--- config.mk ---
export PLATFORM = sky130hd
export DESIGN_NAME = idecode_stage
export DESIGN_NICKNAME = d
export VERILOG_FILES = /design/src/rtl/rvga_types.sv /design/src/rtl/idecode_rf.sv /design/src/rtl/idecode_stage.sv
export SDC_FILE = /design/constraint.sdc
export NUM_CORES = 2
export LEC_CHECK = 0
export BUFFER_PORTS_ARGS = -buffer_cell sky130_fd_sc_hd__buf_2
export CORE_MARGIN = 5
export CORE_UTILIZATION = 45
export DETAILED_ROUTE_END_ITERATION = 10
export GPL_TIMING_DRIVEN = 1
export SYNTH_ARGS = -nofsm -noshare
export SYNTH_HDL_FRONTEND = slang
export SYNTH_SLANG_ARGS = --single-unit
--- constraint.sdc ---
create_clock -name clk_i -period 55.7 [get_ports clk_i]
set_input_delay 13.925 -clock clk_i [delete_from_list [all_inputs] [get_ports clk_i]]
set_output_delay 13.925 -clock clk_i [all_outputs]
set_load 0.05 [all_outputs]
--- src/rtl/rvga_types.sv ---
`default_nettype none
// =============================================================================
// Module   : rvga_types
// Brief    : Shared rvga pipeline types: opcode classes, opcodes, register index.
// Revision : 1.0 - initial release
// =============================================================================
package rvga_types;

  typedef logic [4:0] rvga_reg_idx;

  typedef enum logic [3:0] {
    OPCLASS_LUI    = 4'd0,
    OPCLASS_AUIPC  = 4'd1,
    OPCLASS_JAL    = 4'd2,
    OPCLASS_JALR   = 4'd3,
    OPCLASS_BRANCH = 4'd4,
    OPCLASS_LOAD   = 4'd5,
    OPCLASS_STORE  = 4'd6,
    OPCLASS_OPIMM  = 4'd7,
    OPCLASS_OP     = 4'd8
  } rvga_opclass;

  localparam logic [6:0] C_OPC_LUI    = 7'b0110111;
  localparam logic [6:0] C_OPC_AUIPC  = 7'b0010111;
  localparam logic [6:0] C_OPC_JAL    = 7'b1101111;
  localparam logic [6:0] C_OPC_JALR   = 7'b1100111;
  localparam logic [6:0] C_OPC_BRANCH = 7'b1100011;
  localparam logic [6:0] C_OPC_LOAD   = 7'b0000011;
  localparam logic [6:0] C_OPC_STORE  = 7'b0100011;
  localparam logic [6:0] C_OPC_OPIMM  = 7'b0010011;
  localparam logic [6:0] C_OPC_OP     = 7'b0110011;

  localparam logic [31:0] RVGA_NOP = 32'h00000013;

  function automatic logic opclass_uses_rs1(input rvga_opclass op);
    return !(op inside {OPCLASS_LUI, OPCLASS_AUIPC, OPCLASS_JAL});
  endfunction

  function automatic logic opclass_uses_rs2(input rvga_opclass op);
    return op inside {OPCLASS_BRANCH, OPCLASS_STORE, OPCLASS_OP};
  endfunction

endpackage
`default_nettype wire

--- src/rtl/idecode_rf.sv ---
`default_nettype none
// =============================================================================
// Module   : idecode_rf
// Brief    : 32x32 integer register file, 2 read / 1 write, x0 hardwired to 0.
//            RVGA_DECODE_BYPASS_EN forwards same-cycle write data to reads.
// Revision : 1.0 - initial release
// =============================================================================
module idecode_rf
  import rvga_types::*;
(
  input  logic        clk,
  input  logic        rst,
  input  rvga_reg_idx i_ra1,
  input  rvga_reg_idx i_ra2,
  output logic [31:0] o_rd1,
  output logic [31:0] o_rd2,
  input  logic        i_we,
  input  rvga_reg_idx i_wa,
  input  logic [31:0] i_wd
);

  logic [31:0] r_regs [1:31];

  always_ff @(posedge clk or posedge rst) begin
    if (rst) begin
      for (int i = 1; i < 32; i++) r_regs[i] <= '0;
    end else if (i_we && (i_wa != '0)) begin
      r_regs[i_wa] <= i_wd;
    end
  end

  always_comb begin
    o_rd1 = (i_ra1 == '0) ? '0 : r_regs[i_ra1];
    o_rd2 = (i_ra2 == '0) ? '0 : r_regs[i_ra2];
`ifdef RVGA_DECODE_BYPASS_EN
    if (i_we && (i_wa != '0) && (i_wa == i_ra1)) o_rd1 = i_wd;
    if (i_we && (i_wa != '0) && (i_wa == i_ra2)) o_rd2 = i_wd;
`endif
  end

endmodule
`default_nettype wire

--- src/rtl/idecode_stage.sv ---
`default_nettype none
// =============================================================================
// Module   : idecode_stage
// Brief    : rvga decode stage: RV32I class decode, immediates, register read,
//            load-use interlock. Option macro: RVGA_DECODE_BYPASS_EN.
// Revision : 1.0 - initial release
// =============================================================================
module idecode_stage
  import rvga_types::*;
(
  input  logic        clk_i,
  input  logic        rst_i,
  input  logic [31:0] pc_i,
  input  logic [31:0] ir_i,
  input  logic        stall_v_i,
  input  logic        flush_v_i,
  output logic        stall_v_o,
  input  logic        ex_ld_v_i,
  input  logic [4:0]  ex_rd_i,
  input  logic        wb_v_i,
  input  logic [4:0]  wb_rd_i,
  input  logic [31:0] wb_data_i,
  output logic        v_o,
  output logic [31:0] pc_o,
  output rvga_opclass op_o,
  output logic [2:0]  funct3_o,
  output logic        funct7b5_o,
  output logic [4:0]  rd_o,
  output logic [31:0] rs1_data_o,
  output logic [31:0] rs2_data_o,
  output logic [31:0] imm_o,
  output logic        illegal_o
);

  rvga_opclass w_op;
  rvga_reg_idx w_rs1, w_rs2;
  logic [4:0]  w_rd;
  logic [31:0] w_imm, w_imm_i, w_imm_s, w_imm_b, w_imm_u, w_imm_j;
  logic [31:0] w_rs1_data, w_rs2_data;
  logic        w_illegal, w_use_rs1, w_use_rs2;
  logic        w_ld_hazard, w_wb_hazard, w_hazard;

  assign w_rs1   = ir_i[19:15];
  assign w_rs2   = ir_i[24:20];
  assign w_imm_i = {{21{ir_i[31]}}, ir_i[30:20]};
  assign w_imm_s = {{21{ir_i[31]}}, ir_i[30:25], ir_i[11:7]};
  assign w_imm_b = {{20{ir_i[31]}}, ir_i[7], ir_i[30:25], ir_i[11:8], 1'b0};
  assign w_imm_u = {ir_i[31:12], 12'b0};
  assign w_imm_j = {{12{ir_i[31]}}, ir_i[19:12], ir_i[20], ir_i[30:21], 1'b0};

  // Unknown opcodes decode as OPIMM with no destination and are flagged illegal.
  always_comb begin
    w_op      = OPCLASS_OPIMM;
    w_rd      = ir_i[11:7];
    w_imm     = w_imm_i;
    w_illegal = 1'b0;
    case (ir_i[6:0])
      C_OPC_LUI:    begin w_op = OPCLASS_LUI;    w_imm = w_imm_u; end
      C_OPC_AUIPC:  begin w_op = OPCLASS_AUIPC;  w_imm = w_imm_u; end
      C_OPC_JAL:    begin w_op = OPCLASS_JAL;    w_imm = w_imm_j; end
      C_OPC_JALR:   begin w_op = OPCLASS_JALR;   end
      C_OPC_BRANCH: begin w_op = OPCLASS_BRANCH; w_imm = w_imm_b; w_rd = '0; end
      C_OPC_LOAD:   begin w_op = OPCLASS_LOAD;   end
      C_OPC_STORE:  begin w_op = OPCLASS_STORE;  w_imm = w_imm_s; w_rd = '0; end
      C_OPC_OPIMM:  begin w_op = OPCLASS_OPIMM;  end
      C_OPC_OP:     begin w_op = OPCLASS_OP;     w_imm = '0; end
      default:      begin w_illegal = 1'b1;      w_rd = '0; end
    endcase
  end

  assign w_use_rs1 = opclass_uses_rs1(w_op);
  assign w_use_rs2 = opclass_uses_rs2(w_op);

  assign w_ld_hazard = ex_ld_v_i && (ex_rd_i != '0) &&
                       ((w_use_rs1 && (w_rs1 == ex_rd_i)) || (w_use_rs2 && (w_rs2 == ex_rd_i)));

`ifdef RVGA_DECODE_BYPASS_EN
  assign w_wb_hazard = 1'b0;
`else
  // Without forwarding, a same-cycle writeback to a used source costs one bubble.
  assign w_wb_hazard = wb_v_i && (wb_rd_i != '0) &&
                       ((w_use_rs1 && (w_rs1 == wb_rd_i)) || (w_use_rs2 && (w_rs2 == wb_rd_i)));
`endif

  assign w_hazard  = w_ld_hazard || w_wb_hazard;
  assign stall_v_o = stall_v_i || (w_hazard && !flush_v_i);

  idecode_rf u_rf (
    .clk   (clk_i),
    .rst   (rst_i),
    .i_ra1 (w_rs1),
    .i_ra2 (w_rs2),
    .o_rd1 (w_rs1_data),
    .o_rd2 (w_rs2_data),
    .i_we  (wb_v_i),
    .i_wa  (wb_rd_i),
    .i_wd  (wb_data_i)
  );

  always_ff @(posedge clk_i or posedge rst_i) begin
    if (rst_i) begin
      v_o        <= 1'b0;
      pc_o       <= '0;
      op_o       <= OPCLASS_LUI;
      funct3_o   <= '0;
      funct7b5_o <= 1'b0;
      rd_o       <= '0;
      rs1_data_o <= '0;
      rs2_data_o <= '0;
      imm_o      <= '0;
      illegal_o  <= 1'b0;
    end else if (flush_v_i) begin
      v_o <= 1'b0;
    end else if (!stall_v_i) begin
      // An all-zero word is what fetch presents after reset: a bubble, not illegal.
      if (w_hazard || (ir_i == '0)) begin
        v_o <= 1'b0;
      end else begin
        v_o        <= 1'b1;
        pc_o       <= pc_i;
        op_o       <= w_op;
        funct3_o   <= ir_i[14:12];
        funct7b5_o <= ir_i[30];
        rd_o       <= w_rd;
        rs1_data_o <= w_rs1_data;
        rs2_data_o <= w_rs2_data;
        imm_o      <= w_imm;
        illegal_o  <= w_illegal;
      end
    end
  end

endmodule
`default_nettype wire

==> Implementation_results.wiki <==
{| class="wikitable"
! Metric !! Value
|-
| Ranking of synthesized cells by instance count || sky130_fd_sc_hd__dfrtp_1, sky130_fd_sc_hd__mux2_2, sky130_fd_sc_hd__mux4_2
|-
| Violation count after the first detailed-route iteration || ~3700
|-
| Number of buffers added to fix hold violations after cts || 0
|-
| Sort of element at the start of the critical path || input pin
|-
| Fin crit share || between 50% and 60%
|-
| Pint || 1780 uW
|-
| Setup crit end kind || primary output
|-
| Sequential group share of total power || between 40 and 50%
|-
| Clock Skews || 0.0224 ns
|-
| 1st-pass router iterations || 5
|-
| Core ar. || about 130000 um2
|-
| Max Cap Violations || 0
|-
| Total setup violations reported at the end of the flow || 0
|-
| Pins over their slew limit || 0
|-
| M3 GR Usage || 8.43%
|-
| CTS buffer count || 131
|-
| Syn-to-layout area delta || 11.9%
|-
| Internal reg-to-reg setup slack || 53.52 ns
|-
| Post-synthesis sequential area ratio || 48.1%
|-
| Clk network pwr share || 34.5%
|-
| Synthesis-stage register bit count || 1135
|-
| Std cell rows || 132
|-
| Filler cell count in the final layout || 11100
|-
| Setup total negative slack || 0 ns
|-
| Wirelength, routed || 188 mm
|-
| Vias in the first global route || 38900
|-
| Total track usage || 27.2%
|-
| Post-Syn Instances || between 4000 and 5000
|-
| Boundary Pins || 256
|-
| Starting density of the core || between 40% and 50%
|-
| Global placement routability congestion || 0.819
|-
| Critical setup path kind || in2out
|-
| Clock-pin slew on the worst setup and hold paths || 0.05 ns
|-
| RSZ-0062 raised after global routing || false
|-
| Yosys synthesis warning count || 0
|-
| Clock root buffer || sky130_fd_sc_hd__clkbuf_16
|-
| Share of total power in combinational logic || approximately 22%
|-
| Post-layout util || between 50% and 60%
|-
| Top-area cell type share of the netlist area || 48.1%
|-
| Ratio of cells with drive above 1 in the final layout || between 40% and 50%
|-
| Count of instances resized after the clock tree is built || 0
|-
| Clock latency at the later pin of the worst-skew pair || ~0.76 ns
|-
| Dominant cells by area after synthesis || sky130_fd_sc_hd__dfrtp_1, sky130_fd_sc_hd__mux2_2, sky130_fd_sc_hd__mux4_2
|-
| Slew at the pin closest to its max-slew limit || 1.13 ns
|-
| Wire per inst || 31.6 um
|-
| Final design instance area without fill || about 66000 um2
|-
| Final HPWL DP || between 90 and 100 mm
|-
| Post-synth ARST share || 100%
|-
| Met2 demand-to-capacity share in global routing || approximately 40%
|-
| Count of flip-flops with a built-in enable after synthesis || 0
|-
| First-pass GRT wire length || 274 mm
|-
| Largest driver fanout on the critical path || 37
|-
| Cell with the most instances after synthesis || sky130_fd_sc_hd__dfrtp_1
|-
| Maximum number of pins on one net before global-route repair || 178
|-
| Inst Count DP || about 5700
|-
| Result of the run || finished, final reports clean
|-
| Leakage || approximately 0.029 uW
|-
| WHS Path Cells || 1
|-
| Clock tree from TritonCTS || yes
|-
| Maximum buffer depth of the clock tree || 3
|-
| Reported net switching power || 732 uW
|-
| Synthesized cell area || roughly 59000 um2
|-
| Switching Fraction || 29.1%
|-
| Timing-limited maximum frequency || 0.0333 GHz
|-
| Final Critical Period || 30.06 ns
|-
| H-tree levels || 4
|-
| Chip height || 372 um
|-
| Via count normalized by instance count || 6.43
|-
| Average footprint of a synthesized cell || 14.5 um2
|-
| Most Crowded Layer GR || met2
|-
| Worst R2R Path Depth || 5
|-
| Post-Place Cell Area || 61800 um2
|-
| Remaining antenna violation count after routing || 0
|-
| Number of failing hold endpoints at the final stage || 0
|-
| Most common flop cell mapped by yosys || sky130_fd_sc_hd__dfrtp_1
|-
| DRC violation count after routing || 0
|-
| Met1 routing resource usage after global routing || 38.6%
|-
| Type of the most critical hold path || reg2reg
|-
| Detailed-route via count || 38300
|-
| Pwr/cell area || ~38 nW/um2
|-
| Crit path required time || 41.78 ns
|-
| Number of port buffers || 255
|-
| VDD IR max || 0.0000198 V
|-
| Clock sink count || 1135
|-
| Largest area contributor in the netlist || sky130_fd_sc_hd__dfrtp_1
|-
| Number of buffers inserted to repair setup after CTS || 0
|-
| Antenna violations before repair || 9
|-
| Relative slew slack || 24.4%
|-
| Post-Synthesis Net Count || 4170
|-
| Remaining global-route overflow || 0
|-
| Library cells used by synthesis || 58
|-
| Die W || 372 um
|-
| Signal arrival time at the worst endpoint || 16.13 ns
|-
| Final-layout worst hold slack || 0.479 ns
|-
| Final net count || 4225
|-
| DIE AREA || around 140000 um2
|-
| Final non-filler cell total || 5958
|}
-- registers in the layout, summed over array words and instances, names as in the netlist --
signal / cells
funct3_o: 3
funct7b5_o: 1
rd_o: 5
v_o: 1
illegal_o: 1
rs2_data_o: 32
op_o: 4
imm_o: 32
u_rf.r_regs: 992
pc_o: 32
rs1_data_o: 32
-- critical path: stages --
cell and delay [ns]:
sky130_fd_sc_hd__buf_2 0.08, sky130_fd_sc_hd__buf_4 0.69, sky130_fd_sc_hd__xnor2_1 0.19, sky130_fd_sc_hd__nand3_1 0.11
sky130_fd_sc_hd__nor4_1 0.56, sky130_fd_sc_hd__nor3_1 0.14, sky130_fd_sc_hd__o21bai_1 0.14, sky130_fd_sc_hd__buf_2 0.27
-- metrics by stage --
stage	total power (uW)	worst slack (ns)
6_report	2520	25.64
5_1_grt	2630	25.53
4_1_cts	2530	25.67
3_3_place_gp	1640	25.70
3_5_place_dp	1660	25.69
2_1_floorplan	1520	9.81
-- placed cells by master, fill, tap and decap left out, types with 9 or more instances in the layout --
| master | n |
|---|---|
| sky130_fd_sc_hd__a21oi_1 | 24 |
| sky130_fd_sc_hd__a22o_1 | 119 |
| sky130_fd_sc_hd__a22oi_1 | 40 |
| sky130_fd_sc_hd__a311o_1 | 22 |
| sky130_fd_sc_hd__and2_1 | 33 |
| sky130_fd_sc_hd__buf_2 | 247 |
| sky130_fd_sc_hd__buf_4 | 86 |
| sky130_fd_sc_hd__clkbuf_1 | 30 |
| sky130_fd_sc_hd__clkbuf_16 | 136 |
| sky130_fd_sc_hd__clkbuf_8 | 24 |
| sky130_fd_sc_hd__clkinv_2 | 21 |
| sky130_fd_sc_hd__dfrtp_1 | 1135 |
| sky130_fd_sc_hd__diode_2 | 10 |
| sky130_fd_sc_hd__inv_1 | 34 |
| sky130_fd_sc_hd__mux2_1 | 39 |
| sky130_fd_sc_hd__mux2_2 | 1096 |
| sky130_fd_sc_hd__mux2i_1 | 193 |
| sky130_fd_sc_hd__mux4_2 | 416 |
| sky130_fd_sc_hd__nand2_1 | 40 |
| sky130_fd_sc_hd__nand2_2 | 12 |
| sky130_fd_sc_hd__nand3_1 | 12 |
| sky130_fd_sc_hd__nand3b_1 | 10 |
| sky130_fd_sc_hd__nor2_1 | 73 |
| sky130_fd_sc_hd__nor2_4 | 17 |
| sky130_fd_sc_hd__nor3_1 | 38 |
| sky130_fd_sc_hd__nor4_1 | 9 |
| sky130_fd_sc_hd__o211ai_1 | 51 |
| sky130_fd_sc_hd__o21ai_0 | 71 |
| sky130_fd_sc_hd__o22ai_1 | 32 |
| sky130_fd_sc_hd__o31ai_1 | 34 |
| sky130_fd_sc_hd__xnor2_1 | 11 |
| sky130_fd_sc_hd__xor2_1 | 10 |
-- layout make-up --
cell class | count | area [um2] | share of cell area, %
multi-input cells | 2466 | 29000 | 43.9
repair buffers | 342 | 2030 | 3.08
clock inverters | 36 | 414 | 0.627
clock buffers | 190 | 3850 | 5.82
well taps | 1742 | 2180 | 3.30
flip-flops and latches | 1135 | 28400 | 43.0
diodes | 10 | 25.0 | 0.0379
inverters | 37 | 150 | 0.227
-- metal layers --
layer  vias up  share of wire (%)
li1      15700                  -
met1     20600                 43
met2      1659                 44
met3       366                9.8
met4         2                3.5
met5         -             0.0032
-- path summary, 6_finish.rpt --
kind                                               from                            to
min in group asynchronous                         rst_i  u_rf.r_regs[616]$_DFFE_PP0P_
max reg2reg                u_rf.r_regs[137]$_DFFE_PP0P_     rs2_data_o[9]$_DFFE_PP0P_
max in group asynchronous                         rst_i  u_rf.r_regs[346]$_DFFE_PP0P_
min                          rs2_data_o[19]$_DFFE_PP0P_    rs2_data_o[19]$_DFFE_PP0P_
max                                            ir_i[24]                     stall_v_o
min reg2reg                  rs2_data_o[19]$_DFFE_PP0P_    rs2_data_o[19]$_DFFE_PP0P_
-- power by group through the flow --
| stage | Sequential (uW) | Clock, uW | Combinational, uW |
|---|---|---|---|
| CTS | 1090 | 884 | 555 |
| global route | 1120 | 919 | 593 |
| finish | 1100 | 867 | 553 |
| detailed placement | 1110 | 0 | 554 |
| floorplan | 1150 | 0 | 365 |
| global placement | 1100 | 0 | 545 |
-- logic make-up (layout without fill, tap and decap cells) --
kind of cell / after synthesis / after routing / share of synthesized area [%]
xor+xnor: 21 / 21 / 0.312
simple gates: 283 / 283 / 2.38
buf+inv: 457 / 605 / 3.09
compound gates: 418 / 418 / 5.26
other cells: 0 / 10 / 0
flops: 1135 / 1135 / 48.1
mux: 1744 / 1744 / 40.8
(Power assumes the default switching activity.)
